`src/rtl/lut5_cfg_loader.sv`:
```
// lut5_cfg_loader: serially programmed bank of 5-input truth tables with a registered lookup port
module lut5_cfg_loader #(
    parameter int          NUM_LUTS = 8,
    parameter int          ADDR_W   = 3,
    parameter logic [31:0] RST_INIT = 32'hFFFF8000
) (
    input  logic              clk,
    input  logic              rst_n,
    input  logic              cfg_start,
    input  logic              cfg_sv,
    input  logic              cfg_sdi,
    output logic              cfg_busy,
    output logic              cfg_done,
    output logic              cfg_err,
    input  logic              lk_valid,
    input  logic [ADDR_W-1:0] lk_addr,
    input  logic [4:0]        lk_in,
    output logic              lk_out,
    output logic              lk_out_valid
);

    typedef enum logic [1:0] {IDLE, ADDR, DATA, COMMIT} state_t;

    localparam logic [ADDR_W:0] LIM = (ADDR_W + 1)'(NUM_LUTS);

    state_t              r_state;
    state_t              w_state_nxt;
    logic [4:0]          r_cnt;
    logic [4:0]          w_cnt_nxt;
    logic [ADDR_W-1:0]   r_addr;
    logic [ADDR_W-1:0]   w_addr_nxt;
    logic [31:0]         r_sr;
    logic [31:0]         w_sr_nxt;
    logic                r_done;
    logic                r_err;
    logic                w_done_nxt;
    logic                w_err_nxt;
    logic                w_wr;
    logic                w_addr_ok;
    logic                w_last_addr;
    logic                w_last_data;
    logic                w_lk_bit;
    logic [31:0]         r_mem [NUM_LUTS];
    logic                r_lk_out;
    logic                r_lk_out_valid;

    assign w_addr_ok   = {1'b0, r_addr} < LIM;
    assign w_last_addr = r_cnt == 5'(ADDR_W - 1);
    assign w_last_data = r_cnt == 5'd31;

    assign cfg_busy     = r_state != IDLE;
    assign cfg_done     = r_done;
    assign cfg_err      = r_err;
    assign lk_out       = r_lk_out;
    assign lk_out_valid = r_lk_out_valid;

    // Frame sequencing: commit is uninterruptible, cfg_start elsewhere (re)opens a frame
    always_comb begin
        w_state_nxt = r_state;
        w_cnt_nxt   = r_cnt;
        w_addr_nxt  = r_addr;
        w_sr_nxt    = r_sr;
        w_done_nxt  = 1'b0;
        w_err_nxt   = 1'b0;
        w_wr        = 1'b0;
        if (r_state == COMMIT) begin
            w_state_nxt = IDLE;
            w_wr        = w_addr_ok;
            w_done_nxt  = w_addr_ok;
            w_err_nxt   = !w_addr_ok;
        end else if (cfg_start) begin
            w_state_nxt = ADDR;
            w_cnt_nxt   = 5'd0;
            w_err_nxt   = r_state != IDLE;
        end else if (cfg_sv && r_state == ADDR) begin
            w_addr_nxt  = ADDR_W'({r_addr, cfg_sdi});
            w_cnt_nxt   = w_last_addr ? 5'd0 : r_cnt + 5'd1;
            w_state_nxt = w_last_addr ? DATA : ADDR;
        end else if (cfg_sv && r_state == DATA) begin
            w_sr_nxt    = {r_sr[30:0], cfg_sdi};
            w_cnt_nxt   = w_last_data ? 5'd0 : r_cnt + 5'd1;
            w_state_nxt = w_last_data ? COMMIT : DATA;
        end
    end

    // FSM state register
    always_ff @(posedge clk) begin
        if (!rst_n) r_state <= IDLE;
        else        r_state <= w_state_nxt;
    end

    // Frame datapath and status pulses
    always_ff @(posedge clk) begin
        if (!rst_n) begin
            r_cnt  <= '0;
            r_addr <= '0;
            r_sr   <= '0;
            r_done <= 1'b0;
            r_err  <= 1'b0;
        end else begin
            r_cnt  <= w_cnt_nxt;
            r_addr <= w_addr_nxt;
            r_sr   <= w_sr_nxt;
            r_done <= w_done_nxt;
            r_err  <= w_err_nxt;
        end
    end

    // Table storage: reset reloads the default function, commit writes one entry
    always_ff @(posedge clk) begin
        for (int k = 0; k < NUM_LUTS; k++) begin
            if (!rst_n)                                   r_mem[k] <= RST_INIT;
            else if (w_wr && r_addr == ADDR_W'(k))        r_mem[k] <= r_sr;
        end
    end

    // Lookup mux; unpopulated addresses read as zero
    always_comb begin
        w_lk_bit = 1'b0;
        for (int k = 0; k < NUM_LUTS; k++)
            if (lk_addr == ADDR_W'(k)) w_lk_bit = r_mem[k][lk_in];
    end

    // Registered lookup result; reads pre-commit contents on a same-cycle write
    always_ff @(posedge clk) begin
        if (!rst_n) begin
            r_lk_out       <= 1'b0;
            r_lk_out_valid <= 1'b0;
        end else begin
            r_lk_out_valid <= lk_valid;
            if (lk_valid) r_lk_out <= w_lk_bit;
        end
    end

endmodule

```
`config.mk`:
```
export PLATFORM = sky130hd
export DESIGN_NAME = lut5_cfg_loader
export DESIGN_NICKNAME = d
export VERILOG_FILES = /design/src/rtl/lut5_cfg_loader.sv
export SDC_FILE = /design/constraint.sdc
export NUM_CORES = 1
export LEC_CHECK = 0
export ABC_CLOCK_PERIOD_IN_PS = 4000
export CAP_MARGIN = 20
export CORE_MARGIN = 2
export CORE_UTILIZATION = 55
export DETAILED_ROUTE_END_ITERATION = 10
export HOLD_SLACK_MARGIN = 0.15
export PLACE_DENSITY = 0.74
export SETUP_SLACK_MARGIN = 0.2
export SLEW_MARGIN = 5
export SYNTH_ARGS = -nofsm -noshare
export SYNTH_HDL_FRONTEND = slang
export SYNTH_SLANG_ARGS = --single-unit
```
`constraint.sdc`:
```
create_clock -name clk -period 4 [get_ports clk]
set_input_delay 0.8 -clock clk [delete_from_list [all_inputs] [get_ports clk]]
set_output_delay 0.8 -clock clk [all_outputs]
set_load 0.05 [all_outputs]
```
Word-level counts from Yosys, hierarchy flattened
Memories as Yosys holds them, arrays and structs flattened.
Index checks and enable logic that the tools add are counted.
{"block": "totals", "reg_bits": 46, "ram_bits": 256, "inputBits": 14, "output_inout_bits": 5, "word_cells": 132, "mem_count": 1}
{"block": "op_classes", "addsub": 1, "magnitude_cmp": 1, "eq_ne": 19, "mux": 68, "n_bitwise": 12, "n_reduce_logical": 21}
{"name": "r_mem", "depth": 8, "width": 32, "rd": 8, "rd_ports_with_merged_regs": 0, "wr": 8, "line_no": "43", "rtl": "logic [31:0] r_mem [NUM_LUTS];"}
{"cell": "32-bit two-way mux", "n": 8}
{"cell": "1-bit two-way mux", "n": 44}
{"cell": "1-bit binary-select mux with 5-bit select", "n": 8}
{"cell": "5-bit two-way mux", "n": 5}
{"cell": "3-bit == test (second input constant)", "n": 8}
{"cell": "3-bit by 2-bit == test with 1-bit output (second input constant)", "n": 4}
{"cell": "1-bit logical AND", "n": 10}
{"cell": "1-bit bitwise OR", "n": 8}
{"cell": "3-bit by 1-bit == test with 1-bit output (second input constant)", "n": 2}
{"cell": "3-bit zero test", "n": 2}
{"cell": "5-bit by 6-bit < comparator with 1-bit output (second input constant)", "n": 1}
{"cell": "2-bit two-way mux", "n": 3}
{"cell": "3-bit OR reduction", "n": 2}
{"cell": "5-bit by 1-bit adder with 5-bit output (second input constant)", "n": 1}
{"cell": "5-bit by 2-bit == test with 1-bit output (second input constant)", "n": 1}
{"cell": "5-bit == test (second input constant)", "n": 1}
{"cell": "2-bit == test (second input constant)", "n": 2}
{"cell": "1-bit NOT", "n": 4}
{"cell": "4-bit AND reduction", "n": 1}
{"cell": "2-bit nonzero test", "n": 2}
{"cell": "3-bit AND reduction", "n": 1}
{"cell": "3-bit nonzero test", "n": 1}
{"cell": "2-bit by 1-bit == test with 1-bit output (second input constant)", "n": 1}
{"cell": "2-bit AND reduction", "n": 1}
{"cell": "2-bit OR reduction", "n": 1}

Depth between registers and ports, before layout
Gate-level depths: netlist (run 1).
An unclocked memory read counts as a cell.
{"block": "depth", "word_depth": 11, "depth_mapped": 9, "ltp_nobuf": 8}

Worst setup path after synthesis (run 1)
No wires, ideal clock.
{"block": "synth_timing", "path_kind": "reg2reg", "from": "reg r_state[0]", "to": "mem r_mem[0][0], enable pin", "setup_ns": 0.466, "t_arrival_ns": 3.635, "required_time_ns": 3.534, "path_slack_ns": -0.101, "stages_incl_launch_ff": 7, "n_path_buf": 3, "period_less_slack_ns": 4.101, "path_cell_list": "dfxtp_1 -> clkbuf_1 -> nand2_1 -> or3_1 -> clkbuf_1 -> clkbuf_1 -> o21ai_0"}
{"item": "start, declared", "line_no": "26", "rtl": "state_t r_state;"}
{"item": "start signal, assigned", "line_no": "89", "rtl": "else r_state <= w_state_nxt;"}
{"item": "end, declared", "line_no": "43"}

Worst setup path in the final report (run 1)
{"block": "layout_timing", "from": "in lk_in[3]", "to": "reg r_lk_out (netlist: lk_out)"}
{"block": "layout_between", "elab_chain_len": 10, "word_cells_on_any_way": 24, "classes_between": "mux (24)"}
{"item": "start, declared", "line_no": "17", "rtl": "input logic [4:0] lk_in,"}
{"item": "1-bit binary-select mux with 5-bit select", "line_no": "121", "rtl": "if (lk_addr == ADDR_W'(k)) w_lk_bit = r_mem[k][lk_in];"}
{"item": "1-bit two-way mux (implied by the code)", "line_no": "121"}
{"item": "1-bit two-way mux (7 in a row)", "line_no": "121"}
{"item": "1-bit two-way mux (*)", "line_no": "121"}
{"item": "end signal, assigned", "line_no": "131", "rtl": "if (lk_valid) r_lk_out <= w_lk_bit;"}
{"item": "end, declared", "line_no": "44", "rtl": "logic r_lk_out;"}
Mark *: on every way between the ends. The rest lies on a longest branch, timed or not. The select of a mux whose other input is x is not followed.
A chain may end at the register's enable or synchronous reset.

==> results of run 1 <==
## sequential cells by signal, indices dropped and copies added, names as in the netlist
name          cells
cfg_err           1
r_state           2
r_cnt             5
lk_out            1
lk_out_valid      1
r_sr             32
cfg_done          1
r_addr            3
r_mem           256
## stage by stage
stage               std cells  worst slack (ns)
CTS                      1334             1.165
global route             1334            0.9684
detailed placement       1273            0.6412
global placement         1273            0.6709
floorplan                 983           -0.1008
finish                   1334             1.165
## area by class of cell
class	count	area share (%)
clock inverters	8	0.4362
inverters	6	0.1481
clock buffers	53	6.600
flip-flops and latches	302	56.62
repair buffers	43	2.683
well taps	324	2.666
multi-input cells	598	30.85
## cell usage in the layout, fill, tap and decap left out, types with 3 or more instances in the layout
master | synthesis | routed
a211oi_1 | 3 | 3
a21boi_0 | 37 | 37
a21oi_1 | 10 | 10
a221oi_1 | 3 | 3
a22oi_1 | 11 | 11
and2_1 | 128 | 128
and3_1 | 3 | 3
buf_12 | 1 | 4
buf_4 | 4 | 23
clkbuf_1 | 60 | 12
clkbuf_16 | 0 | 35
clkbuf_8 | 0 | 6
clkdlybuf4s50_1 | 0 | 15
clkinv_2 | 0 | 4
dfxtp_1 | 46 | 46
edfxtp_1 | 256 | 256
ha_1 | 3 | 3
inv_1 | 5 | 5
mux2_2 | 5 | 5
mux2i_1 | 16 | 16
mux4_2 | 60 | 60
nand2_1 | 84 | 84
nand2b_1 | 5 | 5
nand3_1 | 5 | 5
nor2_1 | 21 | 21
nor2b_1 | 6 | 6
o21ai_0 | 22 | 14
o21ai_2 | 0 | 8
or3_1 | 138 | 138
## logic make-up (layout without fill, tap and decap cells)
family | after synthesis | after routing
adders and majority gates | 3 | 3
AOI/OAI and AO/OA | 107 | 107
and+or+nand+nor | 407 | 407
DFF | 302 | 302
muxes | 81 | 81
buffers and inverters | 83 | 110
## routing by layer
metal  GRT usage, %  part of all wire, %  vias up
met5              0                    0        -
met4          6.696                  2.5        0
met3          3.801                  7.0       65
met2          39.01                   48      284
met1          35.74                   42     4149
li1               -                    -     3704
## critical path: stages
cell and delay (ns):
clkdlybuf4s50_1 0.60, buf_4 0.34, mux4_2 0.36, mux2i_1 0.21, a311oi_1 0.15, a211o_1 0.34, a2111o_1 0.41
## where the power goes
group	leakage (nW)	total (mW)	switching, mW	internal, mW
sequential	2.46	3.48	0.0212	3.46
combinational	1.47	0.325	0.195	0.129
clock	0.526	2.97	1.19	1.79
## worst min path at each step
stage / start / to / depth (start not counted)
floorplan: r_addr[0]$_SDFFE_PN0P_ / r_addr[1]$_SDFFE_PN0P_ / 2
global placement: r_cnt[2]$_SDFFE_PN0P_ / r_cnt[2]$_SDFFE_PN0P_ / 2
detailed placement: r_addr[2]$_SDFFE_PN0P_ / r_addr[2]$_SDFFE_PN0P_ / 2
CTS: r_cnt[2]$_SDFFE_PN0P_ / r_cnt[2]$_SDFFE_PN0P_ / 2
global route: r_addr[2]$_SDFFE_PN0P_ / r_addr[2]$_SDFFE_PN0P_ / 2
finish: r_cnt[2]$_SDFFE_PN0P_ / r_cnt[2]$_SDFFE_PN0P_ / 2
==> results.md, run 1 <==
* Status: finished, final reports clean
* H-Tree Depth at 2
* Rows at 57
* Post-cts repair resize count at 0
* Core area at 24320 um^2
* Post-route DRC at 0
* Number of antenna violations at the first check in global routing at 0
* R2R Path Start: r_addr[1]$_SDFFE_PN0P_
* Root buffer selected by CTS: clkbuf_16
* Setup Skew at 0.01488 ns
* Hold buffers post-CTS at 0
* Hold Vio Cnt, Final at 0
* Vias in the first global route at 8020
* Die Span Y at 161.5 um
* R2R cell count at 4
* Setup Buffers After CTS at 0
* Crit. End Element: flop
* Post-route ant nets at 0
* Minimum clock period at 2.835 ns
* Min-delay worst type: flop to flop
* Slew headroom at 34.18%
* Worst EP required at 4.39 ns
* Ant. Diodes at 0
* Via count at 8202
* Dominant synthesized flop cell: edfxtp_1
* Leakage at 4.464 nW
* Crit path to: lk_out$_SDFFE_PN0P_
* GP Congestion at 0.8890
* Crit. Startpoint: lk_in[3]
* Port Buffers at 18
* Ports at 19
* Post-synthesis net count at 1000
* Avg WL per Cell at 23.17 um
* Largest net degree at the start of global routing at 73
* Most frequent cells after synthesis: edfxtp_1 (256), or3_1 (138), and2_1 (128)
* Max-cap viol count at 0
* Most common cell in the netlist: edfxtp_1
* Mapped Cells at 983
* Peak VDD IR at 0.4108 mV
* WP data arrival at 3.23 ns
* Maximum clock rate at 0.3527 GHz
* Yosys warns at 0
* Pins Over Slew Limit at 0
* CTS sink count at 302
* Vias per inst at 6.148
* Area of the multi-input gates at 4690 um^2
* Total Wirelength at 30.92 mm
* Synth area leaders: edfxtp_1 (56%), mux4_2 (9.9%), dfxtp_1 (6.8%), or3_1 (6.3%), and2_1 (5.9%)
* Yosys top cell by area: edfxtp_1
* Sequential-to-total area share from yosys stat at 63.12%
* Power per cell area at 445.9 nW/um^2
* Synth Area in Compound Gates at 5.514%
* CTS tree: built
* Clock-pin slew on the worst setup and hold paths at 0.05 ns
* Synth-to-Final Area Change at 11.48%
* Total Neg Setup Slack at 0 ns
* Initial Util at 56.08%
* Seq cells post-synth at 302
* Die area at 26070 um^2
* Final instance area at 15200 um^2
* Xor and xnor area share after synthesis at 0%
* Setup slack, reg-to-reg at 1.30 ns
* DR iter-0 viols at 839
* Reg-to-Reg End: r_mem[0][41]$_SDFFCE_PN0P_
* Crit Path Class: input pin to flop
* Number of synthesized flops with an enable pin at 256
* Post-DP HPWL at 19.32 mm
* Tot GR Track Use at 24.53%
* Worst slew pin tran at 0.9850 ns
* Finish-stage setup viols at 0
* Async S/R FF share, synth at 0%
* Adder-cell share of the synthesized area at 0.2752%
* Drt pass-1 iters at 5
* GRT overflow at 0
* Die width at 161.5 um
* Final #Nets at 1002
* Final Power at 6.779 mW
* Largest family of logic cells by synthesized area: simple AND/OR/NAND/NOR gates
* First-pass GRT wire length at 48.12 mm
* Bufs on Longest Clock Path at 3
* Clock insertion delay at the later pin of the skew report at 0.51 ns
* FF+latch area at 8608 um^2
* Synth unique cells at 53
* Layout cell share with drive strength beyond 1 at 15.45%
* DP Area at 14130 um^2
* Avg Inst Size Synth at 13.87 um^2
* Unrepaired setup endpoints after global routing: false
* Worst setup SP type: input pin
* Final core occ at 62.51%
* Top-area cell type share of the netlist area at 56.37%
* Fin crit share at 70.88%
* FILL cells at 1798
* CP max FO at 21
* Cell area after synthesis at 13640 um^2
* Mux share of post-synthesis cell area at 11.50%
* Synth Area in Simple Gates at 16.84%
* WHS at 0.5248 ns
* CTS buffer count at 34
No activity file was read; power rests on OpenSTA's default activity.
==> inputs of run 2 (changes only) <==
--- a/config.mk
+++ b/config.mk
@@ -5,13 +5,13 @@
 export SDC_FILE = /design/constraint.sdc
 export NUM_CORES = 1
 export LEC_CHECK = 0
-export ABC_CLOCK_PERIOD_IN_PS = 4000
+export ABC_CLOCK_PERIOD_IN_PS = 2800
 export CAP_MARGIN = 20
 export CORE_MARGIN = 2
 export CORE_UTILIZATION = 55
 export DETAILED_ROUTE_END_ITERATION = 10
 export HOLD_SLACK_MARGIN = 0.15
-export PLACE_DENSITY = 0.74
+export PLACE_DENSITY = 0.71
 export SETUP_SLACK_MARGIN = 0.2
 export SLEW_MARGIN = 5
 export SYNTH_ARGS = -nofsm -noshare
==> constraint.sdc (replaced) <==
create_clock -name clk -period 2.8 [get_ports clk]
set_input_delay 0.56 -clock clk [delete_from_list [all_inputs] [get_ports clk]]
set_output_delay 0.56 -clock clk [all_outputs]
set_load 0.05 [all_outputs]
==> results.md, run 2 (same netlist as run 1, synthesis figures left out) <==
* Tot GR Track Use at 24.76% (was 24.53%)
* Initial Util at 56.08% (unchanged)
* Drt pass-1 iters at 4 (was 5)
* Number of antenna violations at the first check in global routing at 3 (was 0)
* GP Congestion at 0.8929 (was 0.8890)
* Rows at 57 (unchanged)
* Post-DP HPWL at 19.72 mm (was 19.32 mm)
* Hold buffers post-CTS at 0 (unchanged)
* Vias per inst at 6.055 (was 6.148)
* Synth-to-Final Area Change at 12.45% (was 11.48%)
* Avg WL per Cell at 23.02 um (was 23.17 um)
* Fin crit share at 84.99%
* Bufs on Longest Clock Path at 3 (unchanged)
* Largest register FFs at 256 (unchanged)
* Port Buffers at 18 (unchanged)
* Crit Path Class: input pin to flop (unchanged)
* Root buffer selected by CTS: clkbuf_16 (unchanged)
* Switch share at 20.68% (about the same)
* Unrepaired setup endpoints after global routing: false (unchanged)
* Power per cell area at 609.2 nW/um^2 (was 445.9 nW/um^2)
* Setup slack, reg-to-reg at 0.44 ns (was 1.30 ns)
* Hold Vio Cnt, Final at 0 (unchanged)
* Worst slew pin tran at 0.8898 ns (was 0.9850 ns)
* Finish-stage setup viols at 0 (unchanged)
* Crit. End Element: flop (unchanged)
* CTS sink count at 302 (unchanged)
* Status: finished, final reports clean (unchanged)
* Setup Skew at 0.02010 ns (was 0.01488 ns)
* WP data arrival at 2.81 ns (was 3.23 ns)
* Post-Place Cells at 1299 (was 1273)
* Ports at 19 (unchanged)
* Sequential share of power at 53.2% (was 51.4%)
* Die width at 161.5 um (unchanged)
* DR iter-0 viols at 883 (was 839)
* Min-delay worst type: flop to flop (unchanged)
* CP max FO at 20 (was 21)
* Final #Nets at 1024 (was 1002)
* Layout cell share with drive strength beyond 1 at 16.97% (was 15.45%)
* Die Span Y at 161.5 um (unchanged)
* Worst EP required at 3.23 ns (was 4.39 ns)
* Clock-pin slew on the worst setup and hold paths at 0.06 ns (was 0.05 ns)
* CTS tree: built (unchanged)
* Most frequent cells in the layout: edfxtp_1 (256), or3_1 (138), and2_1 (128), nand2_1 (84), mux4_2 (60) (unchanged)
* GRT overflow at 0 (unchanged)
* Total Wirelength at 31.20 mm (was 30.92 mm)
* Die area at 26070 um^2 (unchanged)
* Comb pwr share at 5.4% (was 4.8%)
* Slew headroom at 40.46% (was 34.18%)
* Leakage at 4.552 nW (was 4.464 nW)
* Pins Over Slew Limit at 0 (unchanged)
* Most common cell after layout, fill and taps aside: edfxtp_1 (unchanged)
* Via count at 8205 (was 8202)
* Top reg by flops: r_mem (unchanged)
* Non-Filler Instances at 1355 (was 1334)
* Maximum clock rate at 0.4202 GHz
* Minimum clock period at 2.380 ns
* Vias in the first global route at 8122 (was 8020)
* Post-route ant nets at 0 (unchanged)
* FILL cells at 1804 (was 1798)
* Power share of the clock group at 41.5% (was 43.9%)
* Final Power at 9.342 mW (was 6.779 mW)
* Max-cap viol count at 0 (unchanged)
* Peak VDD IR at 0.5118 mV (was 0.4108 mV)
* Post-route DRC at 0 (unchanged)
* CTS buffer count at 30 (was 34)
* Largest registers: r_mem: 256 flops, r_sr: 32 flops, r_cnt: 5 flops (unchanged)
* H-Tree Depth at 1 (was 2)
* Clock insertion delay at the later pin of the skew report at 0.55 ns (was 0.51 ns)
* Worst setup SP type: input pin (unchanged)
* First-pass GRT wire length at 48.21 mm (was 48.12 mm)
* Net switching power at 1.932 mW (was 1.402 mW)
* Largest net degree at the start of global routing at 47 (was 73)
* Internal cell power at 7.411 mW (was 5.377 mW)
* Ant. Diodes at 0 (unchanged)
* Core area at 24320 um^2 (unchanged)
[run 2: cell types whose count changed in the layout (fill, tap and decap cells not counted), moves of 2 or more]
cell,before,now
clkbuf_1,12,10
clkbuf_16,35,31
buf_4,23,46
o21ai_2,8,6
clkinv_1,2,7
clkbuf_8,6,2
buf_12,4,7
o21ai_4,0,2
[run 2: area by class of cell]
cell class	instances	area (um^2)	share of cell area, %
Timing Repair Buffer	69	643.1	4.194
Inverter	6	22.52	0.1469
Clock buffer	43	840.8	5.483
Clock inverter	13	108.9	0.7098
Multi-Input combinational cell	598	4707	30.69
Sequential cell	302	8608	56.13
Tap cell	324	405.4	2.643
[run 2: what timing repair did]
item | CTS | global route
setup endpoints to repair | 0 | 2
setup buffers | 0 | 0
gates resized for setup | 0 | 2
[run 2: path summary, 6_finish.rpt]
check	startpoint	end	depth (start not counted)
max	lk_in[3]	lk_out$_SDFFE_PN0P_	10
max reg2reg	r_state[0]$_SDFFE_PP0P_	r_mem[0][11]$_SDFFCE_PN0P_	4
min	r_cnt[2]$_SDFFE_PN0P_	r_cnt[2]$_SDFFE_PN0P_	2
min reg2reg	r_cnt[2]$_SDFFE_PN0P_	r_cnt[2]$_SDFFE_PN0P_	2
[run 2: worst max-delay path: stages]
cell and delay [ns]:
clkdlybuf4s50_1 0.47, buf_4 0.18, buf_12 0.15, buf_4 0.16, nor2b_1 0.16, buf_4 0.16, a22oi_1 0.18, a211oi_1 0.15
a211o_1 0.24, a2111o_1 0.40
[run 2: routing by layer]
layer	share of wire, %	up-vias	routed length [um]	track usage (%)
met5	0	-	0	0
met4	2.9	0	917	7.873
met3	8.0	55	2501	3.749
met2	47	309	14680	39.39
met1	42	4088	13090	35.65
li1	-	3753	-	-
[run 2: stage by stage]
step / util [%] / setup TNS, ns / setup WS, ns / hold WS [ns] / instance area (um^2)
6_report: 63.06 / 0 / 0.4202 / 0.5267 / 15340
5_1_grt: 63.06 / 0 / 0.2980 / 0.5813 / 15340
4_1_cts: 63.04 / 0 / 0.2054 / 0.5318 / 15330
3_5_place_dp: 59.13 / -0.1459 / -0.1459 / 0.5226 / 14380
3_3_place_gp: 59.13 / -0.08934 / -0.08934 / 0.5071 / 14380
2_1_floorplan: - / -33.29 / -0.2610 / 0.4846 / 13670
[run 2: power groups by stage]
stage               sequential (mW)  combinational (mW)  clock (mW)
global placement               5.06               0.494           0
CTS                            4.97               0.504        3.92
global route                   4.97               0.537        4.11
detailed placement             5.06               0.502           0
floorplan                      5.07               0.317           0
finish                         4.97               0.501        3.87
==> inputs of run 3 (changes only) <==
--- a/config.mk
+++ b/config.mk
@@ -5,13 +5,13 @@
 export SDC_FILE = /design/constraint.sdc
 export NUM_CORES = 1
 export LEC_CHECK = 0
-export ABC_CLOCK_PERIOD_IN_PS = 2800
+export ABC_CLOCK_PERIOD_IN_PS = 2050
 export CAP_MARGIN = 20
 export CORE_MARGIN = 2
 export CORE_UTILIZATION = 55
 export DETAILED_ROUTE_END_ITERATION = 10
 export HOLD_SLACK_MARGIN = 0.15
-export PLACE_DENSITY = 0.71
+export PLACE_DENSITY = 0.74
 export SETUP_SLACK_MARGIN = 0.2
 export SLEW_MARGIN = 5
 export SYNTH_ARGS = -nofsm -noshare
==> constraint.sdc (replaced) <==
create_clock -name clk -period 2.05 [get_ports clk]
set_input_delay 0.41 -clock clk [delete_from_list [all_inputs] [get_ports clk]]
set_output_delay 0.41 -clock clk [all_outputs]
set_load 0.05 [all_outputs]
==> results.md, run 3 (same netlist as run 1, synthesis figures left out) <==
* Vias in the first global route at 8467 (was 8122)
* Reg-to-Reg End: lk_out$_SDFFE_PN0P_ (was r_mem[0][11]$_SDFFCE_PN0P_)
* Maximum clock rate at 0.4617 GHz
* GP Congestion at 0.9288 (was 0.8929)
* Final setup margin at -0.1161 ns (was 0.4202 ns)
* Clock-pin slew on the worst setup and hold paths at 0.06 ns (about the same)
* Hold Vio Cnt, Final at 0 (unchanged)
* CTS buffer count at 31 (was 30)
* Crit Path Class: flop to flop (was input pin to flop)
* Post-route DRC at 0 (unchanged)
* Synth-to-Final Area Change at 17.20% (was 12.45%)
* Post-DP HPWL at 19.63 mm (was 19.72 mm)
* Largest registers: r_mem: 256 flops, r_sr: 32 flops, r_cnt: 5 flops (unchanged)
* R2R Path Start: r_mem[1][110]$_SDFFCE_PN0P_ (was r_state[0]$_SDFFE_PP0P_)
* Pins Over Slew Limit at 0 (unchanged)
* Die area at 26070 um^2 (unchanged)
* Power per cell area at 808.0 nW/um^2 (was 609.2 nW/um^2)
* Largest net degree at the start of global routing at 73 (was 47)
* Net switching power at 2.734 mW (was 1.932 mW)
* Tot GR Track Use at 25.30% (was 24.76%)
* Initial Util at 56.08% (unchanged)
* Slew headroom at 57.85% (was 40.46%)
* R2R cell count at 6 (was 4)
* H-Tree Depth at 1 (unchanged)
* Drt pass-1 iters at 5 (was 4)
* Hold EP: r_state[1]$_SDFFE_PP0P_ (was r_cnt[2]$_SDFFE_PN0P_)
* Power share of the clock group at 41.5% (about the same)
* Die width at 161.5 um (unchanged)
* Worst setup SP type: flop (was input pin)
* Comb pwr share at 5.9% (was 5.4%)
* Die Span Y at 161.5 um (unchanged)
* Minimum clock period at 2.166 ns
* Bufs on Longest Clock Path at 3 (unchanged)
* GRT overflow at 0 (unchanged)
* Core area at 24320 um^2 (unchanged)
* Via count at 8490 (was 8205)
* Most frequent cells in the layout: edfxtp_1 (256), or3_1 (137), and2_1 (127), nand2_1 (79), buf_4 (64) (was edfxtp_1 (256), or3_1 (138), and2_1 (128), nand2_1 (84), mux4_2 (60))
* Hold path startpoint: rst_n (was r_cnt[2]$_SDFFE_PN0P_)
* Root buffer selected by CTS: clkbuf_16 (unchanged)
* Avg WL per Cell at 23.63 um (was 23.02 um)
* DR iter-0 viols at 835 (was 883)
* Min-delay worst type: input pin to flop (was flop to flop)
* Finish-stage setup viols at 1 (was 0)
* Most common cell after layout, fill and taps aside: edfxtp_1 (unchanged)
* Non-Filler Instances at 1391 (was 1355)
* Vias per inst at 6.104 (was 6.055)
* Hold buffers post-CTS at 0 (unchanged)
* Worst EP required at 2.50 ns (was 3.23 ns)
* Peak VDD IR at 0.5826 mV (was 0.5118 mV)
* Post-Place Cells at 1319 (was 1299)
* Clock insertion delay at the later pin of the skew report at 0.57 ns (was 0.55 ns)
* Failing checks: negative setup slack
* Fin crit share at 105.7%
* Ports at 19 (unchanged)
* Switch share at 21.17% (was 20.68%)
* Worst slew pin tran at 0.6313 ns (was 0.8898 ns)
* Sequential share of power at 52.6% (was 53.2%)
* Internal cell power at 10.18 mW (was 7.411 mW)
* Post-route ant nets at 0 (unchanged)
* Setup slack, reg-to-reg at -0.12 ns (was 0.44 ns)
* Total Wirelength at 32.88 mm (was 31.20 mm)
* Layout cell share with drive strength beyond 1 at 23.34% (was 16.97%)
* CTS sink count at 302 (unchanged)
* Status: complete, but fails checks (was finished, final reports clean)
* Final #Nets at 1059 (was 1024)
* Hold path depth at 4 (was 2)
* Number of antenna violations at the first check in global routing at 0 (was 3)
* Port Buffers at 18 (unchanged)
* First-pass GRT wire length at 49.72 mm (was 48.21 mm)
* Largest register FFs at 256 (unchanged)
* Setup Skew at 0.02943 ns (was 0.02010 ns)
* Max-cap viol count at 0 (unchanged)
* Total Neg Setup Slack at -0.1161 ns (was 0 ns)
* CP max FO at 1 (was 20)
* CTS tree: built (unchanged)
* Rows at 57 (unchanged)
* Unrepaired setup endpoints after global routing: true (was false)
* Crit. End Element: flop (unchanged)
* WP data arrival at 2.62 ns (was 2.81 ns)
* Ant. Diodes at 0 (unchanged)
* Top reg by flops: r_mem (unchanged)
* Leakage at 4.817 nW (was 4.552 nW)
## run 3: cell types whose count changed in the layout (fill, tap and decap cells not counted), sizes merged
cell / delta
buf: +34
bufinv: -1
clkbuf: +4
clkdlybuf4s50: -4
clkinv: -2
clkinvlp: +1
dlygate4sd2: +3
dlymetal6s2s: -1
o21ai: +2
## run 3: what timing repair did
| action | CTS | global route |
|---|---|---|
| resized for setup | 29 | 34 |
| hold endpoints to repair | 0 | 0 |
| pin swaps | 11 | 14 |
| gates cloned | 2 | 0 |
| setup buffers | 5 | 7 |
| endpoints found under the setup margin | 169 | 107 |
## run 3: metrics by stage
step                hold WS [ns]  instance area [um^2]  utilization, %  setup WS (ns)  power, mW
CTS                       0.3636                 15810           65.00        -0.1181      12.96
global route              0.3909                 15980           65.73        -0.1848      13.27
finish                    0.3764                 15980           65.73        -0.1161      12.91
floorplan                 0.4805                 13860               -        -0.1187      7.368
detailed placement        0.5147                 14690           60.40        -0.6479      7.650
global placement          0.5040                 14690           60.40        -0.5947      7.633
## run 3: routing by layer
layer | wire length (um) | global-route usage, % | vias up
met5 | 0 | 0 | -
met4 | 1116 | 8.685 | 0
met3 | 2510 | 3.698 | 77
met2 | 15960 | 41.39 | 340
met1 | 13290 | 35.16 | 4248
li1 | - | - | 3825
## run 3: power groups by stage
stage          logic, mW  clock network, mW  registers [mW]
5_1_grt            0.815               5.66            6.80
6_report           0.767               5.35            6.79
4_1_cts            0.752               5.41            6.79
3_3_place_gp       0.719                  0            6.91
3_5_place_dp       0.726                  0            6.92
2_1_floorplan      0.450                  0            6.92
## run 3: critical path, cell delays in order, from the launching register on
cell	delay, ns
edfxtp_1	0.38
mux4_2	0.47
and2_4	0.16
a2111oi_4	0.28
a311oi_2	0.09
a211o_1	0.32
a2111o_1	0.36
## run 3: worst max path at each step
stage,startpoint,endpoint
finish,r_mem[1][110]$_SDFFCE_PN0P_,lk_out$_SDFFE_PN0P_
global route,r_mem[1][102]$_SDFFCE_PN0P_,lk_out$_SDFFE_PN0P_
global placement,lk_in[3],lk_out$_SDFFE_PN0P_
detailed placement,lk_in[2],lk_out$_SDFFE_PN0P_
floorplan,r_state[0]$_SDFFE_PP0P_,r_mem[0][0]$_SDFFCE_PN0P_
CTS,r_mem[1][110]$_SDFFCE_PN0P_,lk_out$_SDFFE_PN0P_
## run 3: area by class of cell
| cell class | instances | area [um^2] |
|---|---|---|
| flip-flops and latches | 302 | 8622 |
| fillers | 1700 | 8335 |
| multi-input cells | 600 | 4947 |
| repair buffers | 101 | 1013 |
| clock buffers | 47 | 885.9 |
| well taps | 324 | 405.4 |
| clock inverters | 11 | 83.83 |
| inverters | 6 | 26.28 |
